[src/rtl/neuron_pkg.sv]
// -----------------------------------------------------------------------------
// neuron_pkg
// Shared definitions for the neuron operand stream: vector geometry, the
// signed data / weight / bias types, the slot index type and the operand
// feeder FSM state encoding.
// -----------------------------------------------------------------------------
package neuron_pkg;

    localparam int NEURON_WIDTH = 10;  // (data, weight) pairs per vector
    localparam int NEURON_BITS  = 15;  // data is NEURON_BITS+1 bits, signed
    localparam int W_BITS       = 32;  // weight width, signed
    localparam int B_BITS       = 15;  // bias is B_BITS+1 bits, signed
    localparam int IDX_BITS     = $clog2(NEURON_WIDTH);

    typedef logic signed [NEURON_BITS:0] data_t;
    typedef logic signed [W_BITS-1:0]    weight_t;
    typedef logic signed [B_BITS:0]      bias_t;
    typedef logic        [IDX_BITS-1:0]  idx_t;

    // One extra bit so the slot count is representable even when
    // NEURON_WIDTH is a power of two.
    localparam logic [IDX_BITS:0] SLOT_COUNT = (IDX_BITS+1)'(NEURON_WIDTH);
    localparam idx_t              LAST_IDX   = idx_t'(NEURON_WIDTH-1);

    typedef enum logic [1:0] {
        ST_IDLE   = 2'd0,
        ST_STREAM = 2'd1,
        ST_BIAS   = 2'd2,
        ST_DONE   = 2'd3
    } feeder_state_t;

    // Bias travels on the data lane; the signed cast sign-extends.
    function automatic data_t bias_to_data(input bias_t b);
        return data_t'(b);
    endfunction

    function automatic logic slot_in_range(input idx_t a);
        return ({1'b0, a} < SLOT_COUNT);
    endfunction

endpackage

[src/rtl/neuron_operand_buffer.sv]
// -----------------------------------------------------------------------------
// neuron_operand_buffer
// NEURON_WIDTH-entry register file holding one input vector and its weights.
// One synchronous write port, one asynchronous read port, asynchronously
// cleared to zero.
//
// Ports:
//   clk, rstn           clock, asynchronous active-low clear
//   we                  write strobe (out-of-range addresses are dropped)
//   wr_addr/data/weight write slot and contents
//   rd_addr             read slot
//   rd_data, rd_weight  contents of rd_addr (0 when out of range)
// -----------------------------------------------------------------------------
module neuron_operand_buffer
    import neuron_pkg::*;
(
    input  logic    clk,
    input  logic    rstn,
    input  logic    we,
    input  idx_t    wr_addr,
    input  data_t   wr_data,
    input  weight_t wr_weight,
    input  idx_t    rd_addr,
    output data_t   rd_data,
    output weight_t rd_weight
);

    data_t   data_q   [NEURON_WIDTH];
    weight_t weight_q [NEURON_WIDTH];

    always_ff @(posedge clk or negedge rstn) begin
        if (!rstn) begin
            for (int i = 0; i < NEURON_WIDTH; i++) begin
                data_q[i]   <= '0;
                weight_q[i] <= '0;
            end
        end else if (we && slot_in_range(wr_addr)) begin
            data_q[wr_addr]   <= wr_data;
            weight_q[wr_addr] <= wr_weight;
        end
    end

    always_comb begin
        rd_data   = '0;
        rd_weight = '0;
        if (slot_in_range(rd_addr)) begin
            rd_data   = data_q[rd_addr];
            rd_weight = weight_q[rd_addr];
        end
    end

endmodule

[src/rtl/neuron_operand_feeder.sv]
// -----------------------------------------------------------------------------
// neuron_operand_feeder
// Transmit side of the neuron operand stream. Holds one vector, its weights
// and a bias; on start it streams (data, weight) pairs one per transfer and
// then one bias beat, then pulses done.
//
// Ports:
//   clk, rstn                     clock, asynchronous active-low reset
//   wr_en/wr_addr/wr_data/wr_weight   buffer write (accepted only in IDLE)
//   bias_in                       bias, latched on accepted start
//   start                         begin streaming (accepted only in IDLE)
//   busy                          high while streaming pairs or bias
//   done                          one-cycle pulse after the bias transfer
//   out_valid/out_ready           stream handshake
//   out_data/out_weight/out_index operand, weight, slot (bias / 0 / 0 on bias beat)
//   out_bias, out_last            mark the bias beat
//
// Build option: NEURON_FEEDER_SKIP_ZERO_EN -- slots whose data is zero are
// not presented; each still costs one cycle with out_valid low.
// -----------------------------------------------------------------------------
module neuron_operand_feeder
    import neuron_pkg::*;
(
    input  logic    clk,
    input  logic    rstn,
    input  logic    wr_en,
    input  idx_t    wr_addr,
    input  data_t   wr_data,
    input  weight_t wr_weight,
    input  bias_t   bias_in,
    input  logic    start,
    output logic    busy,
    output logic    done,
    output logic    out_valid,
    input  logic    out_ready,
    output data_t   out_data,
    output weight_t out_weight,
    output idx_t    out_index,
    output logic    out_bias,
    output logic    out_last
);

    feeder_state_t state_q, state_d;
    idx_t          idx_q, idx_d;
    bias_t         bias_q, bias_d;

    data_t   rd_data;
    weight_t rd_weight;
    logic    buf_we;
    logic    slot_skip;
    logic    xfer;

    // Writes only land while idle; a same-cycle start takes priority.
    assign buf_we = (state_q == ST_IDLE) && wr_en && !start;

    neuron_operand_buffer u_buffer (
        .clk       (clk),
        .rstn      (rstn),
        .we        (buf_we),
        .wr_addr   (wr_addr),
        .wr_data   (wr_data),
        .wr_weight (wr_weight),
        .rd_addr   (idx_q),
        .rd_data   (rd_data),
        .rd_weight (rd_weight)
    );

`ifdef NEURON_FEEDER_SKIP_ZERO_EN
    assign slot_skip = (state_q == ST_STREAM) && (rd_data == '0);
`else
    assign slot_skip = 1'b0;
`endif

    // Handshake: a beat transfers on a rising edge where out_valid and
    // out_ready are both high. out_valid and every out_* field come only from
    // registered state and the buffer (which cannot be written while busy), so
    // they are independent of out_ready and stay frozen while stalled, and
    // out_valid only falls after the beat it qualifies has transferred.
    assign out_valid = ((state_q == ST_STREAM) && !slot_skip) || (state_q == ST_BIAS);
    assign xfer      = out_valid && out_ready;

    always_comb begin
        state_d = state_q;
        idx_d   = idx_q;
        bias_d  = bias_q;
        case (state_q)
            ST_IDLE: begin
                if (start) begin
                    state_d = ST_STREAM;
                    idx_d   = '0;
                    bias_d  = bias_in;
                end
            end
            ST_STREAM: begin
                // A skipped slot advances exactly like a transferred one.
                if (xfer || slot_skip) begin
                    if (idx_q == LAST_IDX) begin
                        state_d = ST_BIAS;
                        idx_d   = '0;
                    end else begin
                        idx_d = idx_q + idx_t'(1);
                    end
                end
            end
            ST_BIAS: begin
                if (xfer) begin
                    state_d = ST_DONE;
                end
            end
            ST_DONE: begin
                state_d = ST_IDLE;
            end
            default: begin
                state_d = ST_IDLE;
            end
        endcase
    end

    always_ff @(posedge clk or negedge rstn) begin
        if (!rstn) begin
            state_q <= ST_IDLE;
            idx_q   <= '0;
            bias_q  <= '0;
        end else begin
            state_q <= state_d;
            idx_q   <= idx_d;
            bias_q  <= bias_d;
        end
    end

    always_comb begin
        out_data   = '0;
        out_weight = '0;
        out_index  = '0;
        case (state_q)
            ST_STREAM: begin
                out_data   = rd_data;
                out_weight = rd_weight;
                out_index  = idx_q;
            end
            ST_BIAS: begin
                out_data = bias_to_data(bias_q);
            end
            default: begin
                out_data   = '0;
                out_weight = '0;
                out_index  = '0;
            end
        endcase
    end

    assign out_bias = (state_q == ST_BIAS);
    assign out_last = (state_q == ST_BIAS);
    assign busy     = (state_q == ST_STREAM) || (state_q == ST_BIAS);
    assign done     = (state_q == ST_DONE);

endmodule

[config.mk]
export PLATFORM = sky130hd
export DESIGN_NAME = neuron_operand_feeder
export DESIGN_NICKNAME = d
export VERILOG_FILES = /design/src/rtl/neuron_pkg.sv /design/src/rtl/neuron_operand_buffer.sv /design/src/rtl/neuron_operand_feeder.sv
export SDC_FILE = /design/constraint.sdc
export NUM_CORES = 1
export LEC_CHECK = 0
export CAP_MARGIN = 20
export CORE_UTILIZATION = 54
export DETAILED_ROUTE_END_ITERATION = 10
export GPL_ROUTABILITY_DRIVEN = 0
export MAX_ROUTING_LAYER = met4
export PLACE_DENSITY = 0.76
export SLEW_MARGIN = 40
export SYNTH_ARGS = -nofsm -noshare
export SYNTH_HDL_FRONTEND = slang
export SYNTH_SLANG_ARGS = --single-unit
[constraint.sdc]
create_clock -name clk -period 2.15 [get_ports clk]
set_input_delay 0.215 -clock clk [delete_from_list [all_inputs] [get_ports clk]]
set_output_delay 0.215 -clock clk [all_outputs]
set_load 0.005 [all_outputs]
# Word-level counts from Yosys, hierarchy flattened
# Cells that the tools add are included.
[op_classes]
eq_ne = 8
mux = 26
n_bitwise = 2
n_reduce_logical = 12
order_cmp = 5
add_sub_neg = 1
[op_table]
columns = ["op", "n"]
rows = [
  ["$bwmux 320", 1],
  ["$bwmux 160", 1],
  ["$mux 32", 5],
  ["$bmux 32 s4", 1],
  ["$demux 32 s4", 1],
  ["$bmux 16 s4", 1],
  ["$demux 16 s4", 1],
  ["$mux 16", 4],
  ["$pmux 16 s2", 1],
  ["$mux 4", 4],
  ["$ge 5x5->1 const B", 2],
  ["$not 4->5", 2],
  ["$lt 4x4->1 const B", 2],
  ["$mux 2", 4],
  ["$pmux 2 s4", 1],
  ["$pmux 4 s2", 1],
  ["$ne 2x2->1 const B", 3],
  ["$logic_and 1x1->1", 5],
  ["$lt 5x1->1 const B", 1],
  ["$add 4x1->4 const B", 1],
  ["$eq 2x2->1 const B", 2],
  ["$eq 4x4->1 const B", 1],
  ["$reduce_and 4->1", 1],
  ["$reduce_and 3->1", 1],
  ["7 further kinds", 7],
]
[totals]
register_bits = 502
out_inout_bits = 57

# Depth between registers and ports, before layout
[depth]
depth_word = 6
depth_mapped = 8
mapped_depth_nobuf = 6

# By module
# Synthesis repeated with hierarchy kept, for this count alone.
[unflattened]
cells_unflattened = 1699
area_unflattened_um2 = 23251.0
[modules_own_cells]
columns = ["mod", "seq_area_each_um2", "area_each_um2", "instances", "cells_per_inst"]
rows = [
  ["neuron_operand_buffer", 12011.5, 21740.9, 1, 1543],
  ["neuron_operand_feeder", 550.5, 1510.2, 1, 156],
]

# Worst setup path after synthesis
# No wires, ideal clock.
[synth_path]
path_kind = "register to register"
from = "register state_q[0]"
to = "register u_buffer.data_q[128] in the netlist's numbering"
period_less_slack_ps = 2218
slack_ps = -68
setup_ps = 125
path_stages_with_launch = 9
t_arrival_ps = 2093
cell_sequence = "dfrtp_1 inv_1 ha_1 nand3b_1 or3_4 nor3b_2 buf_4 buf_4 mux2_2"
[synth_between]
elab_chain_cells = 4
[synth_lines]
columns = ["item", "line", "source"]
rows = [
  ["start, declared", "neuron_operand_feeder.sv:43", "feeder_state_t state_q, state_d;"],
  ["start signal, assigned", "neuron_operand_feeder.sv:125", "state_q <= state_d;"],
  ["$logic_not 2->1", "neuron_operand_feeder.sv:54", "assign buf_we = (state_q == ST_IDLE) && wr_en && !start;"],
  ["$logic_and 1x1->1 (2 in a row)", "neuron_operand_feeder.sv:54", ""],
  ["$logic_and 1x1->1", "neuron_operand_buffer.sv:37", "end else if (we && slot_in_range(wr_addr)) begin"],
  ["end signal, assigned by index", "neuron_operand_buffer.sv:38", "data_q[wr_addr] <= wr_data;"],
  ["end, declared", "neuron_operand_buffer.sv:28", "data_t data_q [NEURON_WIDTH];"],
]
# Every way passes these cells.
# A chain may end at the register's enable or synchronous reset.

# Worst setup path after layout
[layout_path]
from = "register idx_q[0]"
to = "output out_data[10]"
[layout_between]
elab_chain_cells = 6
[layout_lines]
columns = ["item", "line", "source"]
rows = [
  ["start, declared", "neuron_operand_feeder.sv:44", "idx_t idx_q, idx_d;"],
  ["start signal, assigned", "neuron_operand_feeder.sv:126", "idx_q <= idx_d;"],
  ["$not 4->5 (not written as such)", "neuron_operand_buffer.sv:47", "rd_data = data_q[rd_addr];"],
  ["$bmux 16 s4", "neuron_operand_buffer.sv:47", ""],
  ["$mux 16 (not written as such) (2 in a row)", "neuron_operand_buffer.sv:47", ""],
  ["$mux 16 *", "neuron_operand_buffer.sv:46", "if (slot_in_range(rd_addr)) begin"],
  ["$pmux 16 s2 *", "neuron_operand_feeder.sv:135", "case (state_q)"],
  ["end, declared", "neuron_operand_feeder.sv:36", "output data_t out_data,"],
]
# Every way passes the cells marked *; elsewhere a longest branch is shown, timed or not. The select of a mux whose other input is x is not followed.

==> flow_metrics.tcl <==
set metrics [dict create \
    multiInputGateArea_mm2 0.0115 \
    clock-sinks 502 \
    period_share 1.27 \
    timing.slew.headroom 0.542 \
    num-fill-cells 2231 \
    synth-seq-cells 502 \
    io_buffer_count 129 \
    synth_nets 1635 \
    clock_latency_ps 600 \
    clock_skew_ps 17.3 \
    numCtsBuffers 52 \
    post-route-util 0.747 \
    arrival_ps 2510 \
    rr_startpoint "state_q[1]" \
    synth_mux_area_frac 0.357 \
    layout_common_cells "dfrtp_1 (500), mux2_2 (262), mux2_4 (247), buf_4 (92), clkbuf_16 (74)" \
    worst_hold_slack_ps 219 \
    synth_area_mm2 0.0230 \
    dp_hpwl_mm 35.3 \
    final_nets 1921 \
    netlist_instances 1558 \
    setup_tns_ps -117100 \
    clkTransAtPathRegs_ps 60 \
    slowest_stage "dfrtp_4" \
    cp-start-kind "flop" \
    die_y_um 208 \
    p_switching_mw 10.6 \
    slew_violations 0 \
    fmax_mhz 367 \
    seqPwrFrac 0.396 \
    cp_num_buf_inv 4 \
    clockBufferDepth 3 \
    synthXorXnorAreaFrac 0.000761 \
    yosys.area_share.simple 0.0241 \
    h-tree-depth 2 \
    grt_usage 0.311 \
    drcViolationCount 0 \
    power.share.clock 0.262 \
    die_w_um 208 \
    synthFlopType "dfrtp_1" \
    antenna_found_initial 3 \
    synth_edf_count 0 \
    routed_wirelength_mm 75.3 \
    final.setup.worst_slack_ps -573 \
    crit_path_frequent_cell "buf_8" \
    synthAdderAreaFrac 0.00218 \
    num_rows 75 \
    dr_total_vias 16005 \
    rsz0062_at_grt "yes" \
    ios 130 \
    place_area_mm2 0.0260 \
    p_int_mw 23.7 \
    layout_commonest_cell "dfrtp_1" \
    drive_gt1_frac 0.585 \
    hp-class "primary input to asynchronous set/reset pin" \
    grt-ovfl-total 0 \
    core_mm2 0.0419 \
    cp_max_fo 4 \
    synthArstFlopShare 1.00 \
    synth_compound_area_frac 0.0373 \
    tightest_slew_ps 687 \
    min_period_ps 2720 \
    end_kind "output pin" \
    post_synth_num_cell_types 42 \
    report.final.setup_viol 480 \
    swShare 0.309 \
    combPwrFrac 0.342 \
    ys.warnings.count 0 \
    drtAntennaViolNets 0 \
    routed_via_density 6.62 \
    seqCellArea_mm2 0.0126 \
    grt_pass1_vias 16510 \
    power_density_mw_per_mm2 1090 \
    violations "negative setup slack" \
    grt_max_degree 64 \
    cts_root_buf "clkbuf_16" \
    design_area_mm2 0.0313 \
    cp_top_family "buffers and inverters" \
    cts_tree "built" \
    cp_data_required_time_ps 1930 \
    maxCapViolCount 0 \
    initial_core_util 0.548 \
    grt_pass1_wl_mm 100 \
    area_growth_pct 36.2 \
    path_cells "buf_8, buf_6, buf_8, mux4_2, nor2b_4, a211o_1, buf_2" \
    die-area_mm2 0.0434 \
    cp-startpoint "idx_q[0]" \
    max_stage_delay_ps 500 \
    ys_seq_area_frac 0.546 \
    finalHoldViolations 0 \
    syn_area_per_cell_um2 14.8 \
    critical_path_class "flop to output pin" \
    drt_pass1_iterations 5 \
    ir_drop_mv 0.710 \
    synth_top_family_by_area "multiplexers" \
    status "complete, but fails checks" \
    leakagePower_nw 14.4 \
    wl_per_cell_um 31.1 \
    drtIter0Drc 1382 \
]
area by class of cell:
cell class                      instances  share of cell area
Multi-Input combinational cell        890               0.366
Clock inverter                         12             0.00443
Antenna cell                            3            0.000240
Sequential cell                       502               0.401
Timing Repair Buffer                  393               0.158
Tap cell                              539              0.0215
Clock buffer                           75              0.0478
Inverter                                5            0.000599
metal layers:
layer | wire (um) | GRT usage
met4 | 3730 | 0.106
met1 | 29000 | 0.406
met3 | 5900 | 0.0507
met2 | 36600 | 0.497
met5 | 0 | -
stage by stage:
step	power, mW	instances	setup slack (ps)
after floorplan	18.4	1558	12.5
after global placement	21.4	2214	-302
after detailed placement	21.9	2214	-330
after CTS	32.6	2379	-586
after global routing	35.4	2419	-615
final	34.3	2419	-573
synthesized netlist by cell type, types with 2 or more instances:
cell | count | share of area
a211o_1 | 3 | 0.0011
a211oi_1 | 33 | 0.011
a221o_1 | 12 | 0.0052
a22oi_1 | 12 | 0.0039
and2_1 | 5 | 0.0014
buf_1 | 49 | 0.0080
buf_2 | 49 | 0.011
buf_4 | 13 | 0.0042
buf_6 | 3 | 0.0015
clkbuf_1 | 47 | 0.0077
dfrtp_1 | 502 | 0.55
ha_1 | 4 | 0.0022
inv_1 | 5 | 0.00082
mux2_1 | 28 | 0.014
mux2_2 | 482 | 0.24
mux2i_1 | 84 | 0.037
mux4_2 | 72 | 0.070
nand2_1 | 20 | 0.0033
nand2b_1 | 5 | 0.0014
nand3_1 | 5 | 0.0011
nand3b_1 | 3 | 0.00098
nand4_1 | 3 | 0.00082
nor2_1 | 18 | 0.0029
nor2b_1 | 5 | 0.0014
nor3_1 | 16 | 0.0035
nor3b_1 | 13 | 0.0042
nor3b_2 | 3 | 0.0016
o21ai_0 | 5 | 0.0011
o22ai_1 | 45 | 0.012
xnor2_1 | 2 | 0.00076
repair_timing:
action	in CTS	in global routing
pin swaps	102	66
endpoints found under the hold margin	44	0
gates resized for setup	513	252
buffers inserted	64	28
setup endpoints to repair	203	531
gates cloned	22	26
hold buffers	1	0
flip-flops by register name, summed over array words and instances, names as in the netlist:
| register | count |
|---|---|
| state_q | 2 |
| bias_q | 16 |
| u_buffer.data_q | 160 |
| u_buffer.weight_q | 320 |
| idx_q | 4 |
kinds of logic (layout without fill, tap and decap cells):
kind of cell | after synthesis | after routing
other | 0 | 3
adder cells (fa/ha/maj) | 4 | 4
buffers and inverters | 166 | 485
XOR/XNOR | 2 | 2
AO/OA/AOI/OAI | 118 | 118
flip-flops | 502 | 502
multiplexers | 666 | 666
AND/OR/NAND/NOR | 100 | 100
worst paths after layout:
| path | slack [ps] | to | depth (start not counted) |
|---|---|---|---|
| setup / recovery | -570 | out_data[10] | 7 |
| hold / removal | 220 | u_buffer.weight_q[284] | 2 |
| setup reg to reg | -370 | u_buffer.weight_q[270] | 10 |
| hold reg to reg | 500 | u_buffer.weight_q[237] | 1 |
| max in group asynchronous | 1130 | u_buffer.weight_q[1] | 3 |
| min in group clk | 230 | bias_q[8] | 2 |
power by group through the flow:
stage	Combinational, mW	Sequential [mW]	Clock [mW]
2_1_floorplan	5.63	12.8	0
3_3_place_gp	8.33	13.1	0
3_5_place_dp	8.61	13.3	0
4_1_cts	10.5	13.2	8.91
5_1_grt	12.3	13.7	9.39
6_report	11.7	13.6	8.97
Note: power is estimated with default switching activity, not from simulation.
